### src/rtl/res_ttl_status_collector.sv
// -----------------------------------------------------------------------------
// res_ttl_status_collector
//
// Filters the per-channel "window passed" flags from the 8-channel TTL response
// checker over consecutive analysis windows into stable per-channel OK/FAIL
// verdicts. Each processed window produces one status report that is offered
// on a valid/ready handshake. Windows that arrive while a report is still
// being prepared or presented are dropped and counted.
//
// Optional feature macro: RES_TTL_STICKY_FAIL_EN
//   defined   : a channel FAIL verdict latches until rst and masks OK
//   undefined : FAIL follows the miss counter and recovers on a pass
//
// Parameters:
//   GOOD_WINDOWS  consecutive passing windows to declare OK   (1..15)
//   MISS_WINDOWS  consecutive failing windows to declare FAIL (1..15)
//
// Ports:
//   clk_100Mz               in   system clock
//   rst                     in   synchronous active-high reset
//   active_channel_res_ttl  in   [7:0] per-channel pass flags (sampled on strobe)
//   win_strobe              in   end-of-window pulse
//   chan_en                 in   [7:0] channel enable mask (sampled on strobe)
//   report_valid            out  report available
//   report_ready            in   consumer accepts report
//   report_ok               out  [7:0] per-channel OK verdict
//   report_fail             out  [7:0] per-channel FAIL verdict
//   report_seq              out  [7:0] report sequence number (wraps)
//   overrun_cnt             out  [7:0] dropped-window count (saturating)
//   all_ok                  out  all enabled channels OK, at least one enabled
// -----------------------------------------------------------------------------
module res_ttl_status_collector #(
  parameter int GOOD_WINDOWS = 4,
  parameter int MISS_WINDOWS = 2
) (
  input  logic       clk_100Mz,
  input  logic       rst,
  input  logic [7:0] active_channel_res_ttl,
  input  logic       win_strobe,
  input  logic [7:0] chan_en,
  output logic       report_valid,
  input  logic       report_ready,
  output logic [7:0] report_ok,
  output logic [7:0] report_fail,
  output logic [7:0] report_seq,
  output logic [7:0] overrun_cnt,
  output logic       all_ok
);

  localparam logic [3:0] GOOD_C = 4'(GOOD_WINDOWS);
  localparam logic [3:0] MISS_C = 4'(MISS_WINDOWS);

  typedef enum logic [1:0] {
    ST_IDLE    = 2'd0,
    ST_UPDATE  = 2'd1,
    ST_PRESENT = 2'd2
  } state_t;

  state_t     r_state;
  logic [7:0] r_flags;
  logic [7:0] r_en;
  logic [3:0] r_good [8];
  logic [3:0] r_miss [8];

  logic [3:0] w_good_nxt [8];
  logic [3:0] w_miss_nxt [8];
  logic [7:0] w_ok_nxt;
  logic [7:0] w_fail_nxt;
  logic       w_all_ok_nxt;
  logic       w_accept;
  logic       w_drop;

  // Handshake completes only in PRESENT, where report_valid is always high.
  assign w_accept = (r_state == ST_PRESENT) && report_ready;
  // A strobe is lost if the block is busy and it is not absorbed by an accept.
  assign w_drop   = win_strobe &&
                    ((r_state == ST_UPDATE) || ((r_state == ST_PRESENT) && !report_ready));

  // Next per-channel counters and verdicts from the captured window.
  always_comb begin
    w_ok_nxt   = 8'h00;
    w_fail_nxt = 8'h00;
    for (int i = 0; i < 8; i++) begin
      w_good_nxt[i] = r_good[i];
      w_miss_nxt[i] = r_miss[i];
      if (!r_en[i]) begin
        w_good_nxt[i] = 4'd0;
        w_miss_nxt[i] = 4'd0;
      end else if (r_flags[i]) begin
        w_good_nxt[i] = (r_good[i] < GOOD_C) ? (r_good[i] + 4'd1) : GOOD_C;
        w_miss_nxt[i] = 4'd0;
      end else begin
        w_miss_nxt[i] = (r_miss[i] < MISS_C) ? (r_miss[i] + 4'd1) : MISS_C;
        w_good_nxt[i] = 4'd0;
      end
`ifdef RES_TTL_STICKY_FAIL_EN
      // Latched fail survives passes and disabled windows; it also masks OK.
      w_fail_nxt[i] = report_fail[i] | (r_en[i] & (w_miss_nxt[i] == MISS_C));
      w_ok_nxt[i]   = (w_good_nxt[i] == GOOD_C) & ~w_fail_nxt[i];
`else
      // Disabled channels have zeroed counters, so both verdicts read 0.
      w_fail_nxt[i] = (w_miss_nxt[i] == MISS_C);
      w_ok_nxt[i]   = (w_good_nxt[i] == GOOD_C);
`endif
    end
    w_all_ok_nxt = (&(w_ok_nxt | ~r_en)) & (|r_en);
  end

  // Control FSM, filter state and all registered report outputs.
  always_ff @(posedge clk_100Mz) begin
    if (rst) begin
      r_state      <= ST_IDLE;
      r_flags      <= 8'h00;
      r_en         <= 8'h00;
      report_valid <= 1'b0;
      report_ok    <= 8'h00;
      report_fail  <= 8'h00;
      report_seq   <= 8'h00;
      overrun_cnt  <= 8'h00;
      all_ok       <= 1'b0;
      for (int i = 0; i < 8; i++) begin
        r_good[i] <= 4'd0;
        r_miss[i] <= 4'd0;
      end
    end else begin
      if (w_drop && (overrun_cnt != 8'hFF)) begin
        overrun_cnt <= overrun_cnt + 8'd1;
      end
      case (r_state)
        ST_IDLE: begin
          if (win_strobe) begin
            r_flags <= active_channel_res_ttl;
            r_en    <= chan_en;
            r_state <= ST_UPDATE;
          end
        end
        ST_UPDATE: begin
          for (int i = 0; i < 8; i++) begin
            r_good[i] <= w_good_nxt[i];
            r_miss[i] <= w_miss_nxt[i];
          end
          report_ok    <= w_ok_nxt;
          report_fail  <= w_fail_nxt;
          all_ok       <= w_all_ok_nxt;
          report_seq   <= report_seq + 8'd1;
          report_valid <= 1'b1;
          r_state      <= ST_PRESENT;
        end
        ST_PRESENT: begin
          if (w_accept) begin
            report_valid <= 1'b0;
            if (win_strobe) begin
              // Back-to-back window: capture it in the accept cycle.
              r_flags <= active_channel_res_ttl;
              r_en    <= chan_en;
              r_state <= ST_UPDATE;
            end else begin
              r_state <= ST_IDLE;
            end
          end
        end
        default: begin
          report_valid <= 1'b0;
          r_state      <= ST_IDLE;
        end
      endcase
    end
  end

endmodule

### config.mk
export PLATFORM = sky130hd
export DESIGN_NAME = res_ttl_status_collector
export DESIGN_NICKNAME = d
export VERILOG_FILES = /design/src/rtl/res_ttl_status_collector.sv
export SDC_FILE = /design/constraint.sdc
export NUM_CORES = 1
export LEC_CHECK = 0
export BUFFER_PORTS_ARGS = -buffer_cell sky130_fd_sc_hd__buf_2
export CAP_MARGIN = 10
export CORE_ASPECT_RATIO = 0.75
export CORE_MARGIN = 4
export CORE_UTILIZATION = 25
export CTS_CLUSTER_DIAMETER = 80
export DETAILED_ROUTE_END_ITERATION = 7
export GPL_ROUTABILITY_DRIVEN = 0
export PLACE_DENSITY = 0.39
export REMOVE_ABC_BUFFERS = 1
export SYNTH_ARGS = -nofsm -noshare
export SYNTH_HDL_FRONTEND = slang
export SYNTH_SLANG_ARGS = --single-unit
### constraint.sdc
create_clock -name clk_100Mz -period 4.6 [get_ports clk_100Mz]
set_clock_uncertainty 0.15 [all_clocks]
set_input_delay 0.92 -clock clk_100Mz [delete_from_list [all_inputs] [get_ports clk_100Mz]]
set_output_delay 0.92 -clock clk_100Mz [all_outputs]
set_load 0.05 [all_outputs]
After elaboration in Yosys (flattened, before gate mapping)
Memories as Yosys holds them, arrays and structs flattened.
Index checks and enable logic that the tools add are counted.
Word-level totals
  flip-flop bits (word level): 52
  RAM bits: 64
  bits of input ports: 20
  output and inout bits: 34
  memories kept: 2
Memory list
  r_good: depth 8, width 4, read ports 8, clocked after memory_dff 0, write ports 8, line 62  | logic [3:0] r_good [8];
  r_miss: depth 8, width 4, read ports 8, clocked after memory_dff 0, write ports 8, line 63  | logic [3:0] r_miss [8];
Operators by class
  add/sub/neg operators: 18
  order comparisons: 16
  eq/ne operators: 21
  muxes and demuxes: 81
  bitwise logic cells: 20
  reductions and logical operators: 13
Operators by type and width (number)
  two-way mux 4 bit: 64
  adder 4 x 1 -> 4 bit (second input constant): 16
  == test 4 x 2 -> 1 bit (second input constant): 8
  == test 4 x 3 -> 1 bit (second input constant): 8
  < comparator 4 x 2 -> 1 bit (second input constant): 8
  < comparator 4 x 3 -> 1 bit (second input constant): 8
  two-way mux 8 bit: 4
  case mux 8 bit (2 select lines): 2
  adder 8 x 1 -> 8 bit (second input constant): 2
  bitwise OR 1 bit: 16
  != test 8 bit (second input constant): 1
  NOT 8 bit: 1
  bitwise OR 8 bit: 1
  AND reduction 8 bit: 1
  OR reduction 8 bit: 1
  two-way mux 1 bit: 7
  case mux 2 bit (3 select lines): 1
  AND reduction 2 bit: 3
  logical AND 1 bit: 4
  two-way mux 2 bit: 2
  != test 2 bit (second input constant): 2
  case mux 1 bit (3 select lines): 1
  == test 2 x 1 -> 1 bit (second input constant): 1
  == test 2 bit (second input constant): 1
  other kinds (6): 6

Longest topological paths before layout
An unclocked memory read counts as a cell.
  depth in word-level cells: 9
  depth in mapped cells: 6
  gate-level depth less buffers: 5

Least setup slack after synthesis
No wires, ideal clock.
  path kind: input-to-reg
  start point: input port rst
  end point: memory r_good[0][0], enable pin
  arrival time: 2.598 ns
  slack: 1.434 ns
  cell stages on the path: 3
  buffers on the path: 1
  cell sequence: clkbuf_1 nor2_1 inv_1
RTL lines
  start: declaration: line 37  | input logic rst,
  end: declaration: line 62

Final worst setup path
  start point: register r_state[0]
  end point: register overrun_cnt[5]
On the way
  word-level cells in the longest chain between the ends: 5
  elaborated cells on any way between the ends: 6
RTL lines
  start: declaration: line 59  | state_t r_state;
  start signal: assignment: line 112  | r_state <= ST_IDLE;
  start signal: assignment: line 134  | r_state <= ST_UPDATE;
  start signal: assignment: line 147  | r_state <= ST_PRESENT;
  == test 2 bit: line 77  | ((r_state == ST_UPDATE) || ((r_state == ST_PRESENT) && !report_ready));
  logical AND 1 bit: line 77
  logical OR 1 bit (*): line 77
  logical AND 1 bit (*): line 76  | assign w_drop = win_strobe &&
  logical AND 1 bit (*): line 126  | if (w_drop && (overrun_cnt != 8'hFF)) begin
  end signal: assignment: line 127  | overrun_cnt <= overrun_cnt + 8'd1;
  end: declaration: line 46  | output logic [7:0] overrun_cnt,
Mark *: on every way between the ends. The rest lies on a longest branch, timed or not.
A chain may end at the register's enable or synchronous reset.

==> results.txt <==
The initial core utilization came out at 25.76%. The average vias per placed instance came out at between 4 and 5. The first-pass iteration count of the detailed router came out at 5. The required time at the worst-slack endpoint came out at roughly 4.7 ns. The power density over the cells is 424.8 nW/um^2. The number of top-level pins came out at 54.

For this design the static power due to leakage is roughly 0.0025 uW. The worst max-slew margin expressed relative to the limit is 38.27%. The maximum operating frequency came out at ~430 MHz. The worst setup path is launched from a flop. The final critical-path required period came out at between 2 and 2.5 ns. Summed over all layers, the routed wires come to around 12 mm. For this run, the slowest stage of the critical path takes 0.47 ns.

By area the synthesized netlist is led by edfxtp_1, dfxtp_1, ha_1. The number of buffers created by CTS came out at 17. The count of hold buffers inserted by post-cts repair came out at 0. The slew at the pin closest to its max-slew limit is slightly above 0.9 ns. The largest net degree at the start of global routing is 52. The clock latency reported for the late side of the worst-skew pair is ~0.41 ns. The worst setup path is captured at a flop. The global routing stage identified its most utilized layer as met2. The via count of the first global-routing pass is 3,512. The critical path in this run is classified as flop to flop. The final net count is ~570.

The number of max-cap violations is 0. For the final routed database, the setup TNS stands at 0 ns. The number of different library cells used by synthesis comes to approximately 50. The die boundary height is 130.9 um. The final cycle utilization of the critical path came out at approximately half.

The cell type of the slowest stage on the worst timing path is dfxtp_1. Global routing consumed, on the met3 layer, 3.820% of the routing resources. The fraction of power spent switching nets came out at a little under a quarter. Setup repair after global routing left no endpoint under its margin.

The clock transition at the register clock pins on the worst setup and hold paths after CTS is ~0.06 ns. The remaining number of nets flagged by the antenna check after routing came out at 0. The initial antenna violation count is 0.

The floorplan has 44 rows. The data arrival time of the worst path is between 2 and 2.5 ns. The met1 global-route usage came out at 15.23%.

The clock network fraction of total power is around 50%. After floorplanning, the core was sized to cover around 20,000 sq um. The number of port buffers came out at 53.

The TritonCTS clock tree is done. Measured along the x axis, the die boundary spans 171.8 um. The worst hold path belongs to the class flop to flop. The number of hold-slack violations in the final timing report came out at 0.

The placed cell count is between 700 and 800. The level count of the clock H-tree came out at 4. The max-slew violation count is 0.

The global-route wire length before repair came out at between 15 and 20 mm. The worst setup slack after placement is about 2 ns. The worst voltage drop across the vdd grid came out at 238.2 uV. Counting flops with a built-in enable in the synthesized netlist gives between 60 and 70.

The number of endpoints failing setup at the final stage came out at 0. Summing the sequential cell areas from Yosys gives about three fifths of the chip area. The number of antenna diodes in the final layout is 0.

The library cell occupying the most area in the post-synthesis netlist is edfxtp_1. The area share of the largest cell type after synthesis came out at about two fifths. Compared with the post-synthesis result, the final layout area differs by 23.69%. The initial DRC count came out at 150. The internal power is slightly above 2000 uW.

The flow ran to the end, and the final reports show no timing, DRC or antenna violations. Once the clock tree was built, the resizer swapped 0 gates to a different size. For this run the aggregate overflow at the end of global routing stands at 0. The share of synthesized registers carrying an async set or reset came out at 0%. The clock tree root buffer cell is clkbuf_16. The synthesis warning total came out at 0.

The mean instance size in the synthesized netlist came out at roughly 11 sq um. The count of clock tree sinks came out at 116. The total via count in the routed design is 3,621. Synthesis produced a netlist whose cell count is approximately 450. Traced cell by cell, the critical path runs through and2b_2, o21ai_1, nor4_1, mux2_1. The detailed-route DRC error count is 0. The commonest register cell after synthesis is edfxtp_1. The number of storage elements in the synthesis netlist came out at 116. Along the worst path, the maximum fanout reaches 15. The buffer levels on the longest clock path came out at 2.

The wire length per cell after detailed routing is about 15 um. The post-synth design cell area came out at 5034 sq um. The final cell count without fillers came out at 795. The overall global routing resource usage came out at ~11%.

The floorplan step defined a die boundary enclosing about 22,000 sq um. Registers are responsible for 44.7% of the overall power. The combinational share of power came out at under 10%. After legalization and detailed placement, the total HPWL measured between 7 and 8 mm. The post-CTS setup buffer count came out at 0. The share of post-route cells with drive strength above 1 is between 10% and 20%.

The setup slack after layout came out at ~2.3 ns. The switching power came out at between 600 and 700 uW. The global routing met2 resource utilization came out at between 15 and 20%.
[worst paths after layout]
check                                                  from                          end  slack (ns)  cells after the start
worst min register to register  report_fail[7]$_SDFFE_PP0P_  report_fail[7]$_SDFFE_PP0P_        0.30                      2
worst max register to register      r_state[0]$_SDFFE_PP0P_  overrun_cnt[5]$_SDFFE_PP0P_        2.30                      4
worst max-delay path                r_state[0]$_SDFFE_PP0P_  overrun_cnt[5]$_SDFFE_PP0P_        2.30                      4
worst min-delay path            report_fail[7]$_SDFFE_PP0P_  report_fail[7]$_SDFFE_PP0P_        0.30                      2
[cells by family (layout without fill, tap and decap cells)]
family / count (synthesis) / after routing / share of synthesized area [%]
simple gates: 187 / 187 / 19.51
flops: 116 / 116 / 58.86
compound gates: 75 / 75 / 9.992
buf+inv: 32 / 107 / 2.635
fa+ha+maj: 18 / 18 / 4.474
mux: 17 / 17 / 3.405
xor+xnor: 6 / 6 / 1.044
other cells: 1 / 16 / 0.07450
[layer usage]
metal | vias up | share of wire, %
met5 | - | 0
met4 | 0 | 0.93
met3 | 7 | 4.5
met2 | 44 | 44
met1 | 1747 | 51
li1 | 1823 | -
[metrics by stage]
step                total power [uW]  cell area [sq um]  hold WS (ns)  utilization (%)
finish                          2645               6226        0.3027            31.86
global route                    2769               6226        0.3359            31.86
CTS                             2688               6226        0.3059            31.86
detailed placement              1374               5654        0.2987            28.93
global placement                1370               5654        0.2971            28.93
floorplan                       1302               5025        0.3204                -
[layout make-up]
| class | instances | area [sq um] |
|---|---|---|
| clock inverter | 14 | 142.6 |
| inverter | 18 | 67.56 |
| timing repair buffer | 57 | 307.8 |
| sequential | 116 | 2963 |
| fill | 1974 | 13320 |
| clock buffer | 18 | 429.2 |
| tap | 253 | 316.6 |
| multi-input combinational | 319 | 1999 |
[power groups by stage]
| stage | Sequential, uW | Combinational [uW] | Clock [uW] |
|---|---|---|---|
| 4_1_cts | 1180 | 170 | 1330 |
| 6_report | 1180 | 166 | 1300 |
| 3_5_place_dp | 1200 | 170 | 0 |
| 2_1_floorplan | 1210 | 93.7 | 0 |
| 5_1_grt | 1190 | 188 | 1390 |
| 3_3_place_gp | 1200 | 166 | 0 |
[sequential cells by signal, indices dropped and copies added (netlist names), 8 cells and up]
register     cells
r_good          32
report_seq       8
report_ok        8
r_flags          8
report_fail      8
r_en             8
r_miss          32
overrun_cnt      8
[critical path: cells and delay by family, from the launching register on]
kind             cells  cell delay [ns]
AO/OA/AOI/OAI        1             0.37
flip-flops           1             0.47
multiplexers         1             0.35
AND/OR/NAND/NOR      2             0.85
[layout by cell type, fill, tap and decap left out, drive strengths merged, types with 14 or more instances in the layout]
cell / n
edfxtp: 64
dfxtp: 52
buf: 57
a21oi: 17
ha: 18
mux2i: 16
nor3: 14
o21ai: 19
nand2: 35
nor2: 56
and3: 20
clkbuf: 18
inv: 18
conb: 16
[cell usage after synthesis, drive strengths merged (6+ instances only)]
cell     n
nor3    14
nand4   10
nor2    56
buf      7
clkbuf   7
o31a     7
a22o     6
o21ai   19
nor2b    8
inv     18
edfxtp  64
nand2   35
nor3b    6
a21boi   6
ha      18
a21oi   17
o31ai    6
and3    20
nor4     7
mux2i   16
dfxtp   52
No activity file was read; power rests on OpenSTA's default activity.
